### config.mk
export PLATFORM = sky130hd
export DESIGN_NAME = tiger_alu_pipe
export DESIGN_NICKNAME = d
export VERILOG_FILES = /design/src/rtl/tiger_defines.sv /design/src/rtl/tiger_alu_core.sv /design/src/rtl/tiger_alu_pipe.sv
export SDC_FILE = /design/constraint.sdc
export NUM_CORES = 1
export LEC_CHECK = 0
export ABC_AREA = 1
export CAP_MARGIN = 15
export CELL_PAD_IN_SITES_DETAIL_PLACEMENT = 1
export CELL_PAD_IN_SITES_GLOBAL_PLACEMENT = 1
export CORE_MARGIN = 3
export CORE_UTILIZATION = 45
export CTS_CLUSTER_DIAMETER = 50
export DETAILED_ROUTE_END_ITERATION = 10
export PLACE_DENSITY = 0.87
export SYNTH_ARGS = -nofsm -noshare
export SYNTH_HDL_FRONTEND = slang
export SYNTH_SLANG_ARGS = --single-unit
export TNS_END_PERCENT = 20
### constraint.sdc
create_clock -name clk -period 8.03 [get_ports clk]
set_input_delay 1.606 -clock clk [delete_from_list [all_inputs] [get_ports clk]]
set_output_delay 1.606 -clock clk [all_outputs]
set_load 0.05 [all_outputs]
### src/rtl/tiger_defines.sv
// tiger_defines -- shared ALU opcode encodings for the tiger datapath.
// The UNSIGNED bit is ORed onto ADD, SUB and SLT to select their unsigned
// flavour. Any other combination is an unlisted opcode and yields zero.
package tiger_defines;

    localparam int ALU_OP_W = 5;

    localparam logic [ALU_OP_W-1:0] ALU_AND      = 5'h00;
    localparam logic [ALU_OP_W-1:0] ALU_OR       = 5'h01;
    localparam logic [ALU_OP_W-1:0] ALU_ADD      = 5'h02;
    localparam logic [ALU_OP_W-1:0] ALU_XOR      = 5'h03;
    localparam logic [ALU_OP_W-1:0] ALU_NOR      = 5'h04;
    localparam logic [ALU_OP_W-1:0] ALU_SUB      = 5'h06;
    localparam logic [ALU_OP_W-1:0] ALU_SLT      = 5'h07;
    localparam logic [ALU_OP_W-1:0] ALU_LUI      = 5'h08;
    localparam logic [ALU_OP_W-1:0] ALU_SLL      = 5'h09;
    localparam logic [ALU_OP_W-1:0] ALU_SRL      = 5'h0A;
    localparam logic [ALU_OP_W-1:0] ALU_SRA      = 5'h0B;
    localparam logic [ALU_OP_W-1:0] ALU_UNSIGNED = 5'h10;

    // Signed add/sub are the only ops that can raise the overflow flag.
    function automatic logic is_signed_arith(input logic [ALU_OP_W-1:0] op);
        return (op == ALU_ADD) || (op == ALU_SUB);
    endfunction

endpackage

### src/rtl/tiger_alu_core.sv
// tiger_alu_core -- combinational ALU result datapath.
// Ports:
//   srca       : operand A; shift amount for shift ops (low $clog2(WIDTH) bits)
//   srcb       : operand B; value shifted for shift ops
//   alucontrol : opcode (tiger_defines ALU_*)
//   result     : ALU result, zero for unlisted opcodes
//   ovf        : signed overflow of ADD/SUB
// Build option: TIGER_ALU_OVF_EN enables the overflow logic; otherwise ovf is
// tied low and no overflow logic exists.
module tiger_alu_core
    import tiger_defines::*;
#(
    parameter int WIDTH = 32
) (
    input  logic [WIDTH-1:0]    srca,
    input  logic [WIDTH-1:0]    srcb,
    input  logic [ALU_OP_W-1:0] alucontrol,
    output logic [WIDTH-1:0]    result,
    output logic                ovf
);

    localparam int SH_W = $clog2(WIDTH);

    logic [SH_W-1:0]  shamt;
    logic [WIDTH-1:0] sum;
    logic [WIDTH-1:0] diff;
    logic             lt_s;
    logic             lt_u;

    assign shamt = srca[SH_W-1:0];
    assign sum   = srca + srcb;
    assign diff  = srca - srcb;
    assign lt_s  = $signed(srca) < $signed(srcb);
    assign lt_u  = srca < srcb;

    always_comb begin
        result = '0;
        case (alucontrol)
            ALU_ADD, ALU_ADD | ALU_UNSIGNED: result = sum;
            ALU_SUB, ALU_SUB | ALU_UNSIGNED: result = diff;
            ALU_AND:                         result = srca & srcb;
            ALU_OR:                          result = srca | srcb;
            ALU_XOR:                         result = srca ^ srcb;
            ALU_NOR:                         result = ~(srca | srcb);
            ALU_SLT:                         result = {{(WIDTH-1){1'b0}}, lt_s};
            ALU_SLT | ALU_UNSIGNED:          result = {{(WIDTH-1){1'b0}}, lt_u};
            ALU_LUI:                         result = {srcb[WIDTH/2-1:0], {(WIDTH/2){1'b0}}};
            ALU_SLL:                         result = srcb << shamt;
            ALU_SRL:                         result = srcb >> shamt;
            ALU_SRA:                         result = $unsigned($signed(srcb) >>> shamt);
            default:                         result = '0;
        endcase
    end

`ifdef TIGER_ALU_OVF_EN
    // Overflow when the operands (B negated for SUB) share a sign that the
    // result does not.
    always_comb begin
        ovf = 1'b0;
        if (is_signed_arith(alucontrol)) begin
            if (alucontrol == ALU_ADD)
                ovf = (srca[WIDTH-1] == srcb[WIDTH-1]) && (sum[WIDTH-1] != srca[WIDTH-1]);
            else
                ovf = (srca[WIDTH-1] != srcb[WIDTH-1]) && (diff[WIDTH-1] != srca[WIDTH-1]);
        end
    end
`else
    assign ovf = 1'b0;
`endif

endmodule

### src/rtl/tiger_alu_pipe.sv
// tiger_alu_pipe -- 2-stage valid/ready ALU pipeline.
// S1 registers operands/opcode/tag; tiger_alu_core computes between S1 and
// S2; S2 (the output registers) holds result/tag/ovf.
// Ports:
//   clk, reset_n         : clock, async active-low reset
//   in_valid/in_ready    : input handshake
//   srca, srcb           : operands (srca = shift amount for shifts)
//   alucontrol, in_tag   : opcode, sideband tag
//   out_valid/out_ready  : output handshake
//   aluout, out_tag      : result and its tag
//   out_ovf              : signed overflow (only with TIGER_ALU_OVF_EN)
// Build option: TIGER_ALU_OVF_EN (see tiger_alu_core).
module tiger_alu_pipe
    import tiger_defines::*;
#(
    parameter int WIDTH = 32,
    parameter int TAG_W = 4
) (
    input  logic                clk,
    input  logic                reset_n,
    input  logic                in_valid,
    output logic                in_ready,
    input  logic [WIDTH-1:0]    srca,
    input  logic [WIDTH-1:0]    srcb,
    input  logic [ALU_OP_W-1:0] alucontrol,
    input  logic [TAG_W-1:0]    in_tag,
    output logic                out_valid,
    input  logic                out_ready,
    output logic [WIDTH-1:0]    aluout,
    output logic [TAG_W-1:0]    out_tag,
    output logic                out_ovf
);

    typedef struct packed {
        logic [WIDTH-1:0]    a;
        logic [WIDTH-1:0]    b;
        logic [ALU_OP_W-1:0] op;
        logic [TAG_W-1:0]    tag;
    } s1_req_t;

    s1_req_t          s1;
    logic             s1_valid;
    logic             s2_free;
    logic [WIDTH-1:0] core_res;
    logic             core_ovf;

    // S2 can take a new entry when empty or being drained this cycle; S1 can
    // take one when empty or when its content moves into S2.
    assign s2_free  = !out_valid || out_ready;
    assign in_ready = !s1_valid || s2_free;

    tiger_alu_core #(
        .WIDTH(WIDTH)
    ) u_core (
        .srca       (s1.a),
        .srcb       (s1.b),
        .alucontrol (s1.op),
        .result     (core_res),
        .ovf        (core_ovf)
    );

    always_ff @(posedge clk or negedge reset_n) begin
        if (!reset_n) begin
            s1_valid  <= 1'b0;
            s1        <= '0;
            out_valid <= 1'b0;
            aluout    <= '0;
            out_tag   <= '0;
            out_ovf   <= 1'b0;
        end else begin
            // S2: data only loads with a real op, so a stalled or drained
            // output keeps its last value.
            if (s2_free) begin
                out_valid <= s1_valid;
                if (s1_valid) begin
                    aluout  <= core_res;
                    out_tag <= s1.tag;
                    out_ovf <= core_ovf;
                end
            end
            // S1
            if (in_ready) begin
                s1_valid <= in_valid;
                if (in_valid) begin
                    s1.a   <= srca;
                    s1.b   <= srcb;
                    s1.op  <= alucontrol;
                    s1.tag <= in_tag;
                end
            end
        end
    end

endmodule

# == Word level (Yosys, flattened, before mapping) ==
# Index checks and enable logic that the tools add are counted.
# word_totals
ff_bits,111
latch_bits,0
mem_bits_rw,0
rom_bits,0
input_bits,77
word_cells,42
n_memories,0
# classes
addsub,2
mul,0
n_div,0
order_cmp,2
eq_ne,13
shift,3
n_mux,1
bitwise_logic,4
reduce_logical,9
# ops
cell,n
32-bit one-hot mux with 12 select lines,1
32-bit < comparator,2
32-bit adder,1
32-bit AND,1
32-bit inverter,1
32-bit OR,1
32-bit by 5-bit << shifter with 32-bit output,1
32-bit by 5-bit >> shifter with 32-bit output,1
32-bit by 5-bit >>> shifter with 32-bit output,1
32-bit subtractor,1
32-bit bitwise XOR,1
"5-bit by 4-bit equality test with 1-bit output, second input constant",4
"5-bit by 3-bit equality test with 1-bit output, second input constant",3
"5-bit equality test, second input constant",3
"5-bit by 2-bit equality test with 1-bit output, second input constant",2
"5-bit by 1-bit equality test with 1-bit output, second input constant",1
5-bit logical NOT,1
2-bit AND reduction,2
2-bit OR reduction,2
1-bit logical NOT,2
1-bit logical OR,2

# == Logic depth before layout (Yosys ltp) ==
# logic_depth
word_depth,4
depth_mapped,20
mapped_depth_nobuf,18

# == Hierarchy ==
# From an unflattened synthesis, not the netlist that was laid out.
# hier_totals
hier_cells,2641
hier_area_um2,14820.5
# modules_own_cells
module,n_inst,cells_each,area_each_um2
tiger_alu_core,1,2156,10432.5
tiger_alu_pipe,1,485,4388.0

# == Worst setup path before layout ==
# OpenSTA, ideal clock, no wires.
# synth_path
path_type,input-to-output
from,input out_ready
to,output in_ready
arrival_ns,2.066
t_required_ns,6.424
slack_ns,4.358
stages,2
n_path_buf,0
path_cell_list,inv_1 > nand3_1
# synth_via
elab_chain_len,2
# synth_rtl
item,line,rtl
"start, declared",tiger_alu_pipe.sv:28,"input logic out_ready,"
1-bit logical OR,tiger_alu_pipe.sv:49,assign s2_free = !out_valid || out_ready;
1-bit logical OR,tiger_alu_pipe.sv:50,assign in_ready = !s1_valid || s2_free;
"end, declared",tiger_alu_pipe.sv:22,"output logic in_ready,"
# Every way passes these cells.

# == Final worst setup path ==
# Same ends and word-level chain as after synthesis.

==> qor.csv <==
stage;metric;value;unit
sta;fmax;210;MHz
power;sequential cell fraction of total power;0.212;
clocking;Worst-path clk slew;0.07;ns
clocking;worst-skew pair later-pin latency;0.39;ns
power;PwrDens;238;mW/mm^2
logic_synthesis;most frequent cells after synthesis;892 x nand2_1, 384 x nand3_1, 284 x inv_1;
setup_path;FF-to-FF Start;s1[43];
setup_path;Data required, critical path;6.42;ns
route;Wirelength per Cell;25.6;um
floorplan;# rows;64;
run;Max-Cap Viols;0;
setup_path;WS Path Type;primary input to output port;
sta;Tcrit/Tclk final;0.592;
power;Sw Ratio;0.586;
power;Pwr Total;0.00379;W
setup_path;reg2reg end;aluout[6];
logic_synthesis;Syn Area/Cell;5.58;sq um
floorplan;Die Area;0.0342;sq mm
setup_path;worst path cell trace;clkdlybuf4s50_1, inv_1, nand3_1, clkdlybuf4s50_1;
logic_synthesis;count leader, synth;nand2_1;
finish;Syn-to-layout area delta;10.5;%
sta;clk_skew;0.0171;ns
sta;Least-Margin Pin Slew;1.07;ns
logic_synthesis;main area contributors after synthesis;nand2_1 23%, dfrtp_1 19%, nand3_1 13%;
power;LEAKAGE;8.46;nW
sta;Setup violations, final;0;
route;DR vias/cell;6.21;
logic_synthesis;main flop type after synthesis;dfrtp_1;
setup_path;CP startpoint;out_ready;
clocking;postcts setup bufs;0;
floorplan;# IOs;116;
route;DRT iter0 DRCs;2012;
logic_synthesis;syn nets;2755;
global_routing;vias in the first global route;18700;
global_routing;Overflow after GRT;0;
logic_synthesis;register area share after synthesis;0.193;
global_routing;initial antenna violation count;1;
setup_path;CP Buf/Inv Count;3;
power;Clock power frac;0.124;
global_routing;first-pass GRT wire length;113000;um
placed_design;IO Port Bufs;114;
clocking;TritonCTS clock tree;yes;
finish;layout cells sized above 1;0.0245;
logic_synthesis;Gate Count Post-Synth;2580;
setup_path;FF-to-FF setup slack;3.95;ns
logic_synthesis;Synth cell types;47;
setup_path;CP top delay family;buffers and inverters;
finish;Antenna diodes;0;
setup_path;Startpoint Class;primary input;
clocking;Hold-fix buffers, CTS;0;
global_routing;gr usage total;0.443;
clocking;clock tree buffer depth;2;
clocking;root buf cell;clkbuf_16;
clocking;number of clock sinks;111;
route;via count;18700;
setup_path;CP Capture Type;output port;
placed_design;Post-Place Cells;2989;
sta;unrepaired setup endpoints after global routing;no;
floorplan;die width;185;um
setup_path;Worst EP arrival;3.15;ns
power;P_sw;0.00222;W
placed_design;DP HPWL;61600;um
sta;Final min period;4.76;ns
clocking;CTS resizes;0;
logic_synthesis;Yosys top cell area share;0.233;
finish;fin nets;2780;
logic_synthesis;Synth Register Bits;111;
hold_path;hold path start;out_tag[0];
finish;final cell count without fillers;3006;
floorplan;die extent in y;185;um
setup_path;worst reg-to-reg path cell count;14;
sta;Slew Viols, Final;0;
placed_design;RePlAce Congestion;1.04;
setup_path;CP peak stage delay;0.85;ns
power;Max IR drop VDD;0.177;mV
logic_synthesis;Post-synth ARST share;1.00;
finish;filler cell count in the final layout;4536;
route;Detail Route Antenna Nets;0;
run_status;status;complete, no violations;
sta;Fin Hold WS;0.483;ns
global_routing;pin count of the biggest net entering global routing;93;
sta;max_slew headroom;0.289;
logic_synthesis;Post-synth EDFFs;0;
setup_path;Critical Path Most Common Cell;clkdlybuf4s50_1;
setup_path;worst-path maximum fanout;3;
setup_path;CP max stage cell;clkdlybuf4s50_1;
clocking;total CTS buffers;9;
finish;Final Util;0.512;
route;drt pass-1 iters;6;
sta;Fin. Hold Viols;0;
hold_path;Hold Crit Class;flip-flop to flip-flop;
sta;post-route setup TNS;0;ns
floorplan;Initial Utilization;0.463;
logic_synthesis;Yosys top cell by area;nand2_1;
logic_synthesis;synth warn;0;
hold_path;WHS Endpoint;out_tag[0];
power;cell internal pwr;0.00157;W
route;Routed Wire Length;77000;um
clocking;H-Tree Depth;3;
logic_synthesis;synthesized cell area;0.0144;sq mm
route;DRC viols;0;
power;combinational power share;0.664;
floorplan;Placeable Area;0.0311;sq mm
hold_path;WHS Path Cells;2;
[cell type report]
type	count	area, sq um	share of cell area
multi-input cells	2059	9960	0.626
inverters	293	1100	0.0693
clock buffers	11	243	0.0153
flip-flops and latches	111	2780	0.175
clock inverters	5	40.0	0.00252
repair buffers	131	1290	0.0808
well taps	396	495	0.0311
[placed cells by master, fill, tap and decap left out, types with 3 or more instances in the layout]
master | Yosys | final
nand4_1 | 32 | 32
dfrtp_1 | 111 | 109
nor2_2 | 4 | 4
o21bai_1 | 10 | 10
nand2_1 | 892 | 891
nor3_1 | 28 | 28
o21ai_0 | 78 | 78
a21o_1 | 3 | 3
a211oi_1 | 6 | 6
inv_1 | 284 | 284
inv_2 | 8 | 8
o22ai_1 | 9 | 9
buf_4 | 9 | 17
o211ai_1 | 38 | 38
or2_2 | 5 | 5
ha_1 | 96 | 96
o21ai_1 | 8 | 8
a21oi_1 | 150 | 150
mux2i_1 | 3 | 3
and2_1 | 12 | 12
clkdlybuf4s50_1 | 0 | 113
nand3_2 | 4 | 4
nand3b_1 | 7 | 7
nor2_1 | 268 | 268
nand3_1 | 384 | 384
clkbuf_16 | 0 | 9
[power groups by stage]
stage,Sequential (W),Clock [W],Combinational (W)
detailed placement,0.000805,0,0.00241
global route,0.000809,0.000486,0.00270
floorplan,0.000952,0,0.00139
CTS,0.000796,0.000470,0.00243
global placement,0.000792,0,0.00233
finish,0.000804,0.000470,0.00252
[registers in the layout, indices dropped and copies added, names as in the netlist]
name and cells:
out_tag 4, s1 73, aluout 32, s1_valid 1, out_valid 1
[worst max-delay path by stage]
stage,endpoint,cells after the start
2_1_floorplan,in_ready,2
3_3_place_gp,in_ready,4
3_5_place_dp,in_ready,4
4_1_cts,in_ready,4
5_1_grt,in_ready,4
6_report,in_ready,4
[worst min-delay path: cells and delay by family (launching register included)]
kind | cells | cell delay (ns)
flip-flops | 1 | 0.34
AO/OA/AOI/OAI | 1 | 0.06
AND/OR/NAND/NOR | 1 | 0.05
[metal layers]
metal  GRT usage  part of all wire  vias up
li1            -                 -     8349
met4       0.292             0.075        2
met1       0.552              0.39     9124
met2       0.695              0.44      942
met3      0.0917             0.088      259
met5           0           0.00017        -
[stage by stage]
stage | setup WS (ns) | instance area (sq um)
floorplan | 4.36 | 14400
global placement | 3.33 | 15600
detailed placement | 3.30 | 15600
CTS | 3.29 | 15900
global route | 3.24 | 15900
finish | 3.27 | 15900
[kinds of logic after synthesis]
group | count (synthesis) | synth area share
buffers and inverters | 410 | 0.116
adders and majority gates | 98 | 0.0862
AOI/OAI and AO/OA | 310 | 0.120
muxes | 4 | 0.00287
and+or+nand+nor | 1644 | 0.481
xor gates and xnor gates | 2 | 0.00122
DFF | 111 | 0.193
other | 1 | 0.000260
Power figures use the tool's default switching activity.
